`src/rtl/dbg_access_seq.sv`:
```
// Debug access sequencer: accepts single read/write commands, drives one
// memory-target strobe cycle, waits out the read latency and holds a response
// until it is taken. Defining DBG_CMP_EN compiles in read-data comparison
// against cmd_exp (sticky cmp_fail, saturating mis_count).
module dbg_access_seq #(
  parameter int unsigned DW     = 32,
  parameter int unsigned AW     = 32,
  parameter int unsigned NTGT   = 3,
  parameter int unsigned RD_LAT = 1,
  parameter int unsigned TW     = 2
) (
  input  logic                 clk,
  input  logic                 reset,
  input  logic                 cmd_valid,
  output logic                 cmd_ready,
  input  logic                 cmd_wr,
  input  logic [TW-1:0]        cmd_tgt,
  input  logic [AW-1:0]        cmd_addr,
  input  logic [DW-1:0]        cmd_wdata,
  input  logic [DW/8-1:0]      cmd_be,
  input  logic [DW-1:0]        cmd_exp,
  output logic                 rsp_valid,
  input  logic                 rsp_ready,
  output logic [DW-1:0]        rsp_rdata,
  output logic                 rsp_err,
  output logic [NTGT-1:0]      mem_en,
  output logic [DW/8-1:0]      mem_we,
  output logic [AW-1:0]        mem_addr,
  output logic [DW-1:0]        mem_wdata,
  input  logic [NTGT*DW-1:0]   mem_rdata,
  output logic                 busy,
  output logic [15:0]          cmd_count,
  output logic                 cmp_fail,
  output logic [7:0]           mis_count
);

  localparam int unsigned BW = DW / 8;
  localparam int unsigned CW = (RD_LAT > 1) ? $clog2(RD_LAT) : 1;
  localparam logic [CW-1:0] LatLoad = CW'(RD_LAT - 1);

  typedef enum logic [1:0] {StIdle, StIssue, StWait, StResp} state_e;

  state_e          state_q, state_d;
  logic            wr_q, wr_d;
  logic [TW-1:0]   tgt_q, tgt_d;
  logic [AW-1:0]   addr_q, addr_d;
  logic [DW-1:0]   wdata_q, wdata_d;
  logic [BW-1:0]   be_q, be_d;
  logic [CW-1:0]   cnt_q, cnt_d;
  logic [DW-1:0]   rdata_q, rdata_d;
  logic            err_q, err_d;
  logic [15:0]     cmd_count_q, cmd_count_d;

  logic            tgt_ok;
  logic [DW-1:0]   rdata_sel;
  logic            mismatch;

  assign tgt_ok = 32'(tgt_q) < NTGT;

  // Select the addressed target's read-data slice.
  always_comb begin
    rdata_sel = '0;
    for (int unsigned t = 0; t < NTGT; t++) begin
      if (tgt_q == TW'(t)) rdata_sel = mem_rdata[t*DW +: DW];
    end
  end

`ifdef DBG_CMP_EN
  logic [DW-1:0] exp_q;
  logic [DW-1:0] be_mask;
  logic          cmp_fail_q, cmp_fail_d;
  logic [7:0]    mis_count_q, mis_count_d;

  // Expand byte enables into a bit mask for the compare.
  always_comb begin
    be_mask = '0;
    for (int unsigned b = 0; b < BW; b++) begin
      be_mask[b*8 +: 8] = {8{be_q[b]}};
    end
  end

  assign mismatch  = |((rdata_sel ^ exp_q) & be_mask);
  assign cmp_fail  = cmp_fail_q;
  assign mis_count = mis_count_q;

  // Expected-data register and compare statistics.
  always_ff @(posedge clk) begin
    if (reset) begin
      exp_q       <= '0;
      cmp_fail_q  <= 1'b0;
      mis_count_q <= '0;
    end else begin
      if (state_q == StIdle && cmd_valid) exp_q <= cmd_exp;
      cmp_fail_q  <= cmp_fail_d;
      mis_count_q <= mis_count_d;
    end
  end

  // A mismatch is only counted on the read-capture edge.
  always_comb begin
    cmp_fail_d  = cmp_fail_q;
    mis_count_d = mis_count_q;
    if (state_q == StWait && cnt_q == '0 && mismatch) begin
      cmp_fail_d = 1'b1;
      if (mis_count_q != 8'hFF) mis_count_d = mis_count_q + 8'd1;
    end
  end
`else
  logic unused_cmd_exp;
  assign unused_cmd_exp = ^cmd_exp;
  assign mismatch       = 1'b0;
  assign cmp_fail       = 1'b0;
  assign mis_count      = 8'd0;
`endif

  // Main state and command/response registers.
  always_ff @(posedge clk) begin
    if (reset) begin
      state_q     <= StIdle;
      wr_q        <= 1'b0;
      tgt_q       <= '0;
      addr_q      <= '0;
      wdata_q     <= '0;
      be_q        <= '0;
      cnt_q       <= '0;
      rdata_q     <= '0;
      err_q       <= 1'b0;
      cmd_count_q <= '0;
    end else begin
      state_q     <= state_d;
      wr_q        <= wr_d;
      tgt_q       <= tgt_d;
      addr_q      <= addr_d;
      wdata_q     <= wdata_d;
      be_q        <= be_d;
      cnt_q       <= cnt_d;
      rdata_q     <= rdata_d;
      err_q       <= err_d;
      cmd_count_q <= cmd_count_d;
    end
  end

  // Next-state logic for the access sequence.
  always_comb begin
    state_d     = state_q;
    wr_d        = wr_q;
    tgt_d       = tgt_q;
    addr_d      = addr_q;
    wdata_d     = wdata_q;
    be_d        = be_q;
    cnt_d       = cnt_q;
    rdata_d     = rdata_q;
    err_d       = err_q;
    cmd_count_d = cmd_count_q;
    unique case (state_q)
      StIdle: begin
        if (cmd_valid) begin
          wr_d    = cmd_wr;
          tgt_d   = cmd_tgt;
          addr_d  = cmd_addr;
          wdata_d = cmd_wdata;
          be_d    = cmd_be;
          state_d = StIssue;
        end
      end
      StIssue: begin
        if (!tgt_ok || wr_q) begin
          // Writes and bad targets respond immediately with no read data.
          err_d   = !tgt_ok;
          rdata_d = '0;
          state_d = StResp;
        end else begin
          cnt_d   = LatLoad;
          state_d = StWait;
        end
      end
      StWait: begin
        if (cnt_q == '0) begin
          rdata_d = rdata_sel;
          err_d   = mismatch;
          state_d = StResp;
        end else begin
          cnt_d = cnt_q - CW'(1);
        end
      end
      StResp: begin
        if (rsp_ready) begin
          cmd_count_d = cmd_count_q + 16'd1;
          state_d     = StIdle;
        end
      end
      default: state_d = StIdle;
    endcase
  end

  // Memory strobes are only live during the single ISSUE cycle.
  always_comb begin
    mem_en = '0;
    mem_we = '0;
    if (state_q == StIssue) begin
      for (int unsigned t = 0; t < NTGT; t++) begin
        mem_en[t] = (tgt_q == TW'(t));
      end
      if (wr_q && tgt_ok) mem_we = be_q;
    end
  end

  assign cmd_ready = (state_q == StIdle) && !reset;
  assign busy      = (state_q != StIdle);
  assign rsp_valid = (state_q == StResp);
  assign rsp_rdata = rdata_q;
  assign rsp_err   = err_q;
  assign mem_addr  = addr_q;
  assign mem_wdata = wdata_q;
  assign cmd_count = cmd_count_q;

endmodule

```
`config.mk`:
```
export PLATFORM = sky130hd
export DESIGN_NAME = dbg_access_seq
export DESIGN_NICKNAME = d
export VERILOG_FILES = /design/src/rtl/dbg_access_seq.sv
export SDC_FILE = /design/constraint.sdc
export NUM_CORES = 1
export LEC_CHECK = 0
export CAP_MARGIN = 40
export CORE_AREA = 2 2 129 131
export DETAILED_ROUTE_END_ITERATION = 8
export DIE_AREA = 0 0 131 133
export GPL_ROUTABILITY_DRIVEN = 0
export PLACE_DENSITY = 0.85
export SLEW_MARGIN = 20
export SYNTH_ARGS = -nofsm -noshare
export SYNTH_HDL_FRONTEND = slang
export SYNTH_SLANG_ARGS = --single-unit
export TNS_END_PERCENT = 20
```
`constraint.sdc`:
```
create_clock -name clk -period 3.7 [get_ports clk]
set_input_delay 0.37 -clock clk [delete_from_list [all_inputs] [get_ports clk]]
set_output_delay 0.37 -clock clk [all_outputs]
set_load 0.1 [all_outputs]
```
==> flow_summary.html, run 1 <==
<table>
<tr><th>Metric</th><th>Value</th></tr>
<tr><th colspan="2">Final layout</th></tr>
<tr><td>Antenna diode count</td><td>0</td></tr>
<tr><td>Final design utilization</td><td>between 60% and 70%</td></tr>
<tr><td>Area added between synthesis and finish</td><td>114%</td></tr>
<tr><td>Post-layout instance count excluding filler cells</td><td>1256</td></tr>
<tr><td>NumNets Final</td><td>about 1200</td></tr>
<tr><td>Filler cell count</td><td>about 1100</td></tr>
<tr><td>Share of layout cells above drive strength 1</td><td>17.5%</td></tr>
<tr><th colspan="2">Clocking</th></tr>
<tr><td>Clock slew at reported path FFs</td><td>roughly 0.060 ns</td></tr>
<tr><td>Number of buffers added for setup after CTS</td><td>0</td></tr>
<tr><td>Clock Latency Late Sink</td><td>slightly above 0.4 ns</td></tr>
<tr><td>Buffer type at the clock tree root</td><td>sky130_fd_sc_hd__clkbuf_16</td></tr>
<tr><td>Number of hold buffers added after cts</td><td>0</td></tr>
<tr><td>Htree depth</td><td>4</td></tr>
<tr><td>CTS tree</td><td>yes</td></tr>
<tr><td>Number of resized instances in the post-cts repair step</td><td>0</td></tr>
<tr><td>Worst-case clock buffer depth</td><td>2</td></tr>
<tr><td>Num Clock Sinks</td><td>~120</td></tr>
<tr><td>Num CTS Buffers</td><td>17</td></tr>
<tr><th colspan="2">Power</th></tr>
<tr><td>Power density of the placed cells</td><td>667 nW/um^2</td></tr>
<tr><td>Largest vdd supply drop</td><td>~0.00051 V</td></tr>
<tr><td>Leakage power</td><td>approximately 4.2 nW</td></tr>
<tr><td>Total Power Consumption</td><td>approximately 0.0074 W</td></tr>
<tr><th colspan="2">Timing</th></tr>
<tr><td>Slew headroom</td><td>between 50% and 60%</td></tr>
<tr><td>Setup Skew</td><td>roughly 0.0054 ns</td></tr>
<tr><td>Total count of max-transition violations in the final report</td><td>0</td></tr>
<tr><td>Hold Fails Final Rpt</td><td>0</td></tr>
<tr><td>Part of the cycle the worst path needs</td><td>roughly 64%</td></tr>
<tr><td>Fmax achieved</td><td>around 420 MHz</td></tr>
<tr><td>Measured slew at the worst slew-check pin</td><td>roughly 0.74 ns</td></tr>
<tr><td>Least setup slack across all paths after layout</td><td>around 1.3 ns</td></tr>
<tr><td>Summed negative setup slack over all endpoints</td><td>0 ns</td></tr>
<tr><td>RSZ-0062 raised after global routing</td><td>false</td></tr>
<tr><td>Clock period minus final worst setup slack</td><td>2.38 ns</td></tr>
<tr><td>Setup-failing EPs final</td><td>0</td></tr>
<tr><th colspan="2">Floorplan</th></tr>
<tr><td>Core outline area</td><td>between 15000 and 20000 um^2</td></tr>
<tr><td># IOs</td><td>335</td></tr>
<tr><td>Initial cell density of the core</td><td>about a third</td></tr>
<tr><td>Placement Rows</td><td>between 40 and 50</td></tr>
<tr><td>Die area</td><td>17400 um^2</td></tr>
<tr><td>Floorplan die height</td><td>about 130 um</td></tr>
<tr><td>Die outline width</td><td>between 100 and 150 um</td></tr>
<tr><th colspan="2">Detailed routing</th></tr>
<tr><td>Remaining antenna violation count after routing</td><td>0</td></tr>
<tr><td>TritonRoute pass-1 iters</td><td>4</td></tr>
<tr><td>Drt via density</td><td>about 4.8</td></tr>
<tr><td>Routed wirelength normalized by instance count</td><td>17.6 um</td></tr>
<tr><td>Vias after detailed routing</td><td>6070</td></tr>
<tr><td>DRC viols</td><td>0</td></tr>
<tr><td>Initial drt markers</td><td>approximately 160</td></tr>
<tr><td>Post-Route WL</td><td>between 20 and 25 mm</td></tr>
<tr><th colspan="2">Job</th></tr>
<tr><td>Max-cap violations</td><td>0</td></tr>
<tr><th colspan="2">Setup path</th></tr>
<tr><td>Critical path buffers and inverters</td><td>4</td></tr>
<tr><td>Cell type of the slowest stage on the worst timing path</td><td>sky130_fd_sc_hd__clkdlybuf4s50_1</td></tr>
<tr><td>Nature of the critical path endpoint</td><td>primary output</td></tr>
<tr><td>Launching instance or port of the critical path</td><td>state_q[0]</td></tr>
<tr><td>Cell class contributing the biggest share of worst-path delay</td><td>buffers and inverters</td></tr>
<tr><td>Critical path peak fanout</td><td>5</td></tr>
<tr><td>CP dominant cell by count</td><td>sky130_fd_sc_hd__inv_1</td></tr>
<tr><td>Startpoint Class</td><td>flop</td></tr>
<tr><td>Required time at the worst-slack endpoint</td><td>3.33 ns</td></tr>
<tr><td>Path type of the worst setup path</td><td>reg2out</td></tr>
<tr><td>Reg-to-reg critical path startpoint</td><td>state_q[1]</td></tr>
<tr><td>Critical path, cell by cell</td><td>inv_1, ha_1, inv_1, nor2_1, clkdlybuf4s50_1, buf_8</td></tr>
<tr><td>Arrival time worst endpoint</td><td>2.01 ns</td></tr>
<tr><td>Biggest cell delay along the critical path</td><td>about 0.52 ns</td></tr>
<tr><th colspan="2">Synthesis</th></tr>
<tr><td>Post-synth EDFFs</td><td>0</td></tr>
<tr><td>Part of the Yosys area used for sequential elements</td><td>between 40% and 50%</td></tr>
<tr><td>Number of flip-flops and latches in the synthesized netlist</td><td>about 120</td></tr>
<tr><td>Top flip-flop cell by instance count after synthesis</td><td>sky130_fd_sc_hd__dfxtp_1</td></tr>
<tr><td>Warnings from Yosys</td><td>0</td></tr>
<tr><td>Synth async-reset ratio</td><td>0%</td></tr>
<tr><td>Average cell area after synthesis</td><td>between 8 and 9 um^2</td></tr>
<tr><td>Synthesized cell area</td><td>5150 um^2</td></tr>
<tr><td>Synth Instances</td><td>approximately 630</td></tr>
<tr><td>Number of distinct library cells after synthesis</td><td>38</td></tr>
<tr><th colspan="2">Place</th></tr>
<tr><td>Placed instance count</td><td>roughly 1200</td></tr>
<tr><td>IO Port Bufs</td><td>a little under 300</td></tr>
<tr><td>Pre-CTS worst setup slack</td><td>between 1 and 1.5 ns</td></tr>
<tr><td>HPWL Detailed</td><td>16.9 mm</td></tr>
<tr><th colspan="2">GRT</th></tr>
<tr><td>First-pass GRT wire length</td><td>between 30 and 40 mm</td></tr>
<tr><td>Largest net degree at the start of global routing</td><td>64</td></tr>
<tr><td>Overall overflow remaining after global route</td><td>0</td></tr>
<tr><td>Number of global-route vias before repair</td><td>6585</td></tr>
<tr><td>Number of antenna violations at the first check in global routing</td><td>0</td></tr>
<tr><td>GRT Resource Usage Total</td><td>between 20% and 30%</td></tr>
<tr><th colspan="2">Min path</th></tr>
<tr><td>Worst Hold Launch</td><td>mem_wdata[8]</td></tr>
<tr><td>Class of the worst hold path</td><td>reg2reg</td></tr>
<tr><th colspan="2">Run status</th></tr>
<tr><td>Status</td><td>finished clean</td></tr>
</table>
## cells in the mapped netlist (6+ instances only)
master / count / share of area [%]
sky130_fd_sc_hd__a21oi_1: 76 / 7.4
sky130_fd_sc_hd__a22o_1: 32 / 5.4
sky130_fd_sc_hd__buf_2: 7 / 0.68
sky130_fd_sc_hd__buf_4: 9 / 1.3
sky130_fd_sc_hd__clkbuf_1: 35 / 2.5
sky130_fd_sc_hd__dfxtp_1: 122 / 47
sky130_fd_sc_hd__ha_1: 6 / 1.5
sky130_fd_sc_hd__inv_1: 9 / 0.66
sky130_fd_sc_hd__mux2i_1: 33 / 6.4
sky130_fd_sc_hd__nand2_1: 187 / 14
sky130_fd_sc_hd__nand3_1: 7 / 0.68
sky130_fd_sc_hd__nor2_1: 22 / 1.6
sky130_fd_sc_hd__nor2b_1: 6 / 0.73
sky130_fd_sc_hd__o21ai_0: 34 / 3.3
## final timing paths
check,to,slack [ns],cells after the start
worst max-delay path,cmd_ready,1.32,6
worst min-delay path,mem_wdata[8],0.46,2
worst max register to register,rsp_rdata[0],1.62,7
worst min register to register,mem_wdata[8],0.46,2
## report_power, final
group          switching (W)  leakage (nW)  total, W  internal [W]
sequential          0.000141         0.995   0.00168       0.00154
combinational        0.00252          2.95   0.00401       0.00149
clock               0.000641         0.274   0.00167       0.00103
## flip-flops by register name (all words and copies together), names as in the netlist
signal     count
mem_addr      32
mem_wdata     32
rsp_err        1
cmd_count     16
rsp_rdata     32
tgt_q          2
state_q        2
be_q           4
wr_q           1
## worst register-to-register path: stages, from the launching register on
cell	delay (ns)
sky130_fd_sc_hd__dfxtp_1	0.35
sky130_fd_sc_hd__inv_1	0.12
sky130_fd_sc_hd__ha_1	0.36
sky130_fd_sc_hd__a21bo_2	0.28
sky130_fd_sc_hd__o22ai_1	0.16
sky130_fd_sc_hd__nor2b_2	0.17
sky130_fd_sc_hd__buf_4	0.34
sky130_fd_sc_hd__a22o_1	0.24
## routing by layer
layer  global-route usage [%]  wire, um
met2                     44.6     11400
met5                        0         0
met4                     14.8      1170
met3                     8.57      1910
met1                     24.5      7620
## per-stage QoR
step | hold WS, ns | area (um^2)
3_3_place_gp | 0.440 | 8220
5_1_grt | 0.466 | 11000
2_1_floorplan | 0.436 | 5180
6_report | 0.456 | 11000
4_1_cts | 0.457 | 11000
3_5_place_dp | 0.449 | 10400
## cells by family (layout without fill, tap and decap cells)
kind of cell / after synthesis / after routing / share of synthesized area (%)
flip-flops: 122 / 122 / 47.4
other: 1 / 9 / 0.0728
AO/OA/AOI/OAI: 148 / 148 / 17.0
adder cells (fa/ha/maj): 6 / 6 / 1.46
AND/OR/NAND/NOR: 246 / 246 / 20.0
multiplexers: 37 / 37 / 7.28
buffers and inverters: 63 / 460 / 5.41
XOR/XNOR: 8 / 8 / 1.36
## final cells by class
class                   count  area (um^2)  share of cell area, %
flip-flops and latches    122         2440                   22.1
repair buffers            419         5210                   47.2
multi-input cells         454         2480                   22.4
well taps                 220          275                   2.49
clock inverters            13          145                   1.31
inverters                   9         33.8                  0.306
clock buffers              19          453                   4.10
## cell usage in the layout, fill, tap and decap left out, drive strengths merged, types with 3 or more instances in the layout
master	n
mux2	4
nand4	5
nor2	22
mux2i	33
conb	9
and2	3
inv	10
clkinvlp	6
ha	6
dfxtp	122
o21ai	34
xor2	4
clkdlybuf4s50	285
a22o	32
xnor2	4
clkbuf	19
nand2	187
nor2b	6
buf	134
nand3	8
clkinv	4
a21oi	76
Note: power is estimated with default switching activity, not from simulation.
==> run 2: changes to the inputs <==
CORE_AREA = 2 2 128 130   (was 2 2 129 131)
DIE_AREA = 0 0 130 132   (was 0 0 131 133)
PLACE_DENSITY = 0.89   (was 0.85)
clock period = 2 ns   (was 3.7 ns; I/O delays follow)
==> run 2 against run 1 <==
Effect of this change:
- die area down 1.5%
- register-to-register slack lost 1.6 ns
- global-route usage is 5.5 points lower
- hold slack got worse by 0.29 ns
- clock skew rose by 0.0066 ns
- non-clock buffer count decreased by 113
- clock power up 81%
- count of clock-buffer cells in the layout up 2
- design area shrank 20%
- sequential power rose by 85%
- core utilization down 12 points
- highest routed layer is now met5
==> flow_summary.html, run 2 (same netlist as run 1, synthesis figures left out) <==
<table>
<tr><th>Metric</th><th>Value</th></tr>
<tr><th colspan="2">Place</th></tr>
<tr><td>IO Port Bufs</td><td>293 (unchanged)</td></tr>
<tr><td>HPWL Detailed</td><td>13.0 mm (was 16.9 mm)</td></tr>
<tr><td>Placed standard-cell area</td><td>8150 um^2 (was 10400 um^2)</td></tr>
<tr><th colspan="2">Detailed routing</th></tr>
<tr><td>TritonRoute pass-1 iters</td><td>7 (was 4)</td></tr>
<tr><td>Vias after detailed routing</td><td>5369 (was 6070)</td></tr>
<tr><td>DRC viols</td><td>0 (unchanged)</td></tr>
<tr><td>Remaining antenna violation count after routing</td><td>0 (unchanged)</td></tr>
<tr><td>Drt via density</td><td>4.71 (was 4.83)</td></tr>
<tr><td>Initial drt markers</td><td>237 (was 164)</td></tr>
<tr><td>Post-Route WL</td><td>17.3 mm (was 22.1 mm)</td></tr>
<tr><td>Routed wirelength normalized by instance count</td><td>15.2 um (was 17.6 um)</td></tr>
<tr><th colspan="2">Timing</th></tr>
<tr><td>Clock period minus final worst setup slack</td><td>1.96 ns</td></tr>
<tr><td>Slew headroom</td><td>51.3% (was 50.8%)</td></tr>
<tr><td>RSZ-0062 raised after global routing</td><td>true (was false)</td></tr>
<tr><td>Measured slew at the worst slew-check pin</td><td>0.729 ns (was 0.738 ns)</td></tr>
<tr><td>Part of the cycle the worst path needs</td><td>between 90 and 100%</td></tr>
<tr><td>Fmax achieved</td><td>roughly 500 MHz</td></tr>
<tr><td>Hold Fails Final Rpt</td><td>0 (unchanged)</td></tr>
<tr><td>Total count of max-transition violations in the final report</td><td>0 (unchanged)</td></tr>
<tr><td>Setup Skew</td><td>0.0119 ns (was 0.00535 ns)</td></tr>
<tr><td>Setup-failing EPs final</td><td>0 (unchanged)</td></tr>
<tr><th colspan="2">Floorplan</th></tr>
<tr><td># IOs</td><td>335 (unchanged)</td></tr>
<tr><td>Die outline width</td><td>130 um (was 131 um)</td></tr>
<tr><td>Core outline area</td><td>15700 um^2 (was 16200 um^2)</td></tr>
<tr><td>Placement Rows</td><td>46 (was 47)</td></tr>
<tr><td>Floorplan die height</td><td>132 um (was 133 um)</td></tr>
<tr><td>Die area</td><td>17200 um^2 (was 17400 um^2)</td></tr>
<tr><td>Initial cell density of the core</td><td>32.8% (was 31.9%)</td></tr>
<tr><th colspan="2">Min path</th></tr>
<tr><td>Hold EP</td><td>cmd_count[0] (was mem_wdata[8])</td></tr>
<tr><td>Min-Delay Path Depth</td><td>2 (unchanged)</td></tr>
<tr><td>Worst Hold Launch</td><td>reset (was mem_wdata[8])</td></tr>
<tr><td>Class of the worst hold path</td><td>in2reg (was reg2reg)</td></tr>
<tr><th colspan="2">Final layout</th></tr>
<tr><td>Most frequent standard cell in the layout excluding fill and tap cells</td><td>sky130_fd_sc_hd__nand2_1 (was sky130_fd_sc_hd__clkdlybuf4s50_1)</td></tr>
<tr><td>Area added between synthesis and finish</td><td>70.8% (was 114%)</td></tr>
<tr><td>Commonest cells after routing, fill and taps aside</td><td>sky130_fd_sc_hd__nand2_1, sky130_fd_sc_hd__clkdlybuf4s50_1, sky130_fd_sc_hd__buf_4, sky130_fd_sc_hd__dfxtp_1, sky130_fd_sc_hd__a21oi_1 (was sky130_fd_sc_hd__clkdlybuf4s50_1, sky130_fd_sc_hd__nand2_1, sky130_fd_sc_hd__dfxtp_1, sky130_fd_sc_hd__buf_8, sky130_fd_sc_hd__a21oi_1)</td></tr>
<tr><td>Antenna diode count</td><td>0 (unchanged)</td></tr>
<tr><td>NumNets Final</td><td>1119 (was 1232)</td></tr>
<tr><td>Share of layout cells above drive strength 1</td><td>21.6% (was 17.5%)</td></tr>
<tr><td>Final non-filler cell area</td><td>8800 um^2 (was 11000 um^2)</td></tr>
<tr><td>Final design utilization</td><td>56.0% (was 68.3%)</td></tr>
<tr><th colspan="2">Clocking</th></tr>
<tr><td>Worst-case clock buffer depth</td><td>2 (unchanged)</td></tr>
<tr><td>Htree depth</td><td>4 (unchanged)</td></tr>
<tr><td>Num Clock Sinks</td><td>122 (unchanged)</td></tr>
<tr><td>Clock slew at reported path FFs</td><td>0.05 ns (was 0.06 ns)</td></tr>
<tr><td>Number of buffers added for setup after CTS</td><td>0 (unchanged)</td></tr>
<tr><td>Buffer type at the clock tree root</td><td>sky130_fd_sc_hd__clkbuf_16 (unchanged)</td></tr>
<tr><td>Clock Latency Late Sink</td><td>0.42 ns (was 0.41 ns)</td></tr>
<tr><td>CTS tree</td><td>yes (unchanged)</td></tr>
<tr><td>Num CTS Buffers</td><td>17 (unchanged)</td></tr>
<tr><th colspan="2">Setup path</th></tr>
<tr><td>Cell class contributing the biggest share of worst-path delay</td><td>simple AND/OR/NAND/NOR gates (was buffers and inverters)</td></tr>
<tr><td>Arrival time worst endpoint</td><td>2.30 ns (was 2.01 ns)</td></tr>
<tr><td>Reg-to-reg critical path startpoint</td><td>state_q[1] (unchanged)</td></tr>
<tr><td>R2r worst-path depth</td><td>5 (was 7)</td></tr>
<tr><td>Required time at the worst-slack endpoint</td><td>2.34 ns (was 3.33 ns)</td></tr>
<tr><td>Critical path peak fanout</td><td>7 (was 5)</td></tr>
<tr><td>Nature of the critical path endpoint</td><td>flop (was primary output)</td></tr>
<tr><td>Biggest cell delay along the critical path</td><td>0.58 ns (was 0.52 ns)</td></tr>
<tr><td>Startpoint Class</td><td>flop (unchanged)</td></tr>
<tr><td>Setup slack of the worst register-to-register path</td><td>0.04 ns (was 1.62 ns)</td></tr>
<tr><td>Critical path buffers and inverters</td><td>0 (was 4)</td></tr>
<tr><td>Critical path, cell by cell</td><td>ha_2, nand3_2, or4_4, or3_1, a21oi_1 (was inv_1, ha_1, inv_1, nor2_1, clkdlybuf4s50_1, buf_8)</td></tr>
<tr><td>Reg2Reg Capture Point</td><td>cmd_count[15] (was rsp_rdata[0])</td></tr>
<tr><td>Path type of the worst setup path</td><td>reg2reg (was reg2out)</td></tr>
<tr><td>Cell type of the slowest stage on the worst timing path</td><td>sky130_fd_sc_hd__or4_4 (was sky130_fd_sc_hd__clkdlybuf4s50_1)</td></tr>
<tr><th colspan="2">GRT</th></tr>
<tr><td>Number of antenna violations at the first check in global routing</td><td>1 (was 0)</td></tr>
<tr><td>Largest net degree at the start of global routing</td><td>48 (was 64)</td></tr>
<tr><td>GRT Resource Usage Total</td><td>19.4% (was 25.0%)</td></tr>
<tr><td>Overall overflow remaining after global route</td><td>0 (unchanged)</td></tr>
<tr><td>First-pass GRT wire length</td><td>26.2 mm (was 33.6 mm)</td></tr>
<tr><td>Number of global-route vias before repair</td><td>5312 (was 6585)</td></tr>
<tr><th colspan="2">Power</th></tr>
<tr><td>Total Power Consumption</td><td>0.0119 W (was 0.00736 W)</td></tr>
<tr><td>Largest vdd supply drop</td><td>0.000926 V (was 0.000506 V)</td></tr>
<tr><td>Leakage power</td><td>3.51 nW (was 4.22 nW)</td></tr>
<tr><td>Power density of the placed cells</td><td>1350 nW/um^2 (was 667 nW/um^2)</td></tr>
<tr><th colspan="2">Job</th></tr>
<tr><td>Max-cap violations</td><td>0 (unchanged)</td></tr>
<tr><th colspan="2">Run status</th></tr>
<tr><td>Status</td><td>finished clean (unchanged)</td></tr>
</table>
[run 2: cell types whose count changed in the layout (fill, tap and decap cells not counted), moves of 2 or more]
| cell | delta |
|---|---|
| sky130_fd_sc_hd__dfxtp_2 | +5 |
| sky130_fd_sc_hd__clkdlybuf4s50_1 | -116 |
| sky130_fd_sc_hd__ha_1 | -2 |
| sky130_fd_sc_hd__nor2_1 | -6 |
| sky130_fd_sc_hd__buf_16 | -37 |
| sky130_fd_sc_hd__nor2_4 | +5 |
| sky130_fd_sc_hd__clkinvlp_4 | -3 |
| sky130_fd_sc_hd__buf_8 | -80 |
| sky130_fd_sc_hd__dfxtp_1 | -5 |
| sky130_fd_sc_hd__buf_4 | +106 |
| sky130_fd_sc_hd__clkinv_2 | +3 |
| sky130_fd_sc_hd__buf_12 | +13 |
[run 2: worst max path at each step]
stage	depth (start not counted)	endpoint	startpoint	slack, ns
after floorplan	4	mem_we[0]	state_q[1]	-0.27
after global placement	5	cmd_count[15]	rsp_ready	0.05
after detailed placement	5	cmd_count[15]	rsp_ready	0.01
after CTS	5	mem_en[0]	state_q[1]	0.004
after global routing	5	cmd_count[15]	state_q[1]	-0.07
final	5	cmd_count[15]	state_q[1]	0.04
[run 2: what timing repair did]
action | CTS | global route
gates resized for setup | 11 | 3
hold buffers | 0 | 0
endpoints found under the setup margin | 5 | 7
[run 2: area by class of cell]
class | instances | area (um^2)
Multi-Input combinational cell | 454 | 2560
Timing Repair Buffer | 306 | 2900
Fill cell | 1366 | 6910
Inverter | 9 | 33.8
Clock buffer | 21 | 470
Clock inverter | 11 | 120
Tap cell | 216 | 270
Sequential cell | 122 | 2450
[run 2: worst register-to-register path: stages, from the launching register on]
cell and delay [ns]:
sky130_fd_sc_hd__dfxtp_1 0.41, sky130_fd_sc_hd__ha_2 0.31, sky130_fd_sc_hd__nand3_2 0.10, sky130_fd_sc_hd__or4_4 0.58, sky130_fd_sc_hd__or3_1 0.36, sky130_fd_sc_hd__a21oi_1 0.14
[run 2: through the flow]
step	hold WS [ns]	setup TNS (ns)	instances	worst slack (ns)
after CTS	0.156	0	1139	0.00351
after global placement	0.441	0	1107	0.0478
after floorplan	0.336	-2.20	639	-0.271
after global routing	0.184	-0.0803	1139	-0.0697
after detailed placement	0.447	0	1107	0.0110
final	0.165	0	1139	0.0383
[run 2: per-layer routing]
metal	vias to the layer above	track usage, %	share of wire, %
li1	2671	-	-
met3	18	8.20	11
met4	2	6.99	1.4
met5	-	0	0.075
met2	231	33.9	50
met1	2447	20.8	38
[run 2: power breakdown]
group	switching (W)	internal [W]
registers	0.000255	0.00285
logic	0.00427	0.00147
clock network	0.00110	0.00193
total	0.00562	0.00625
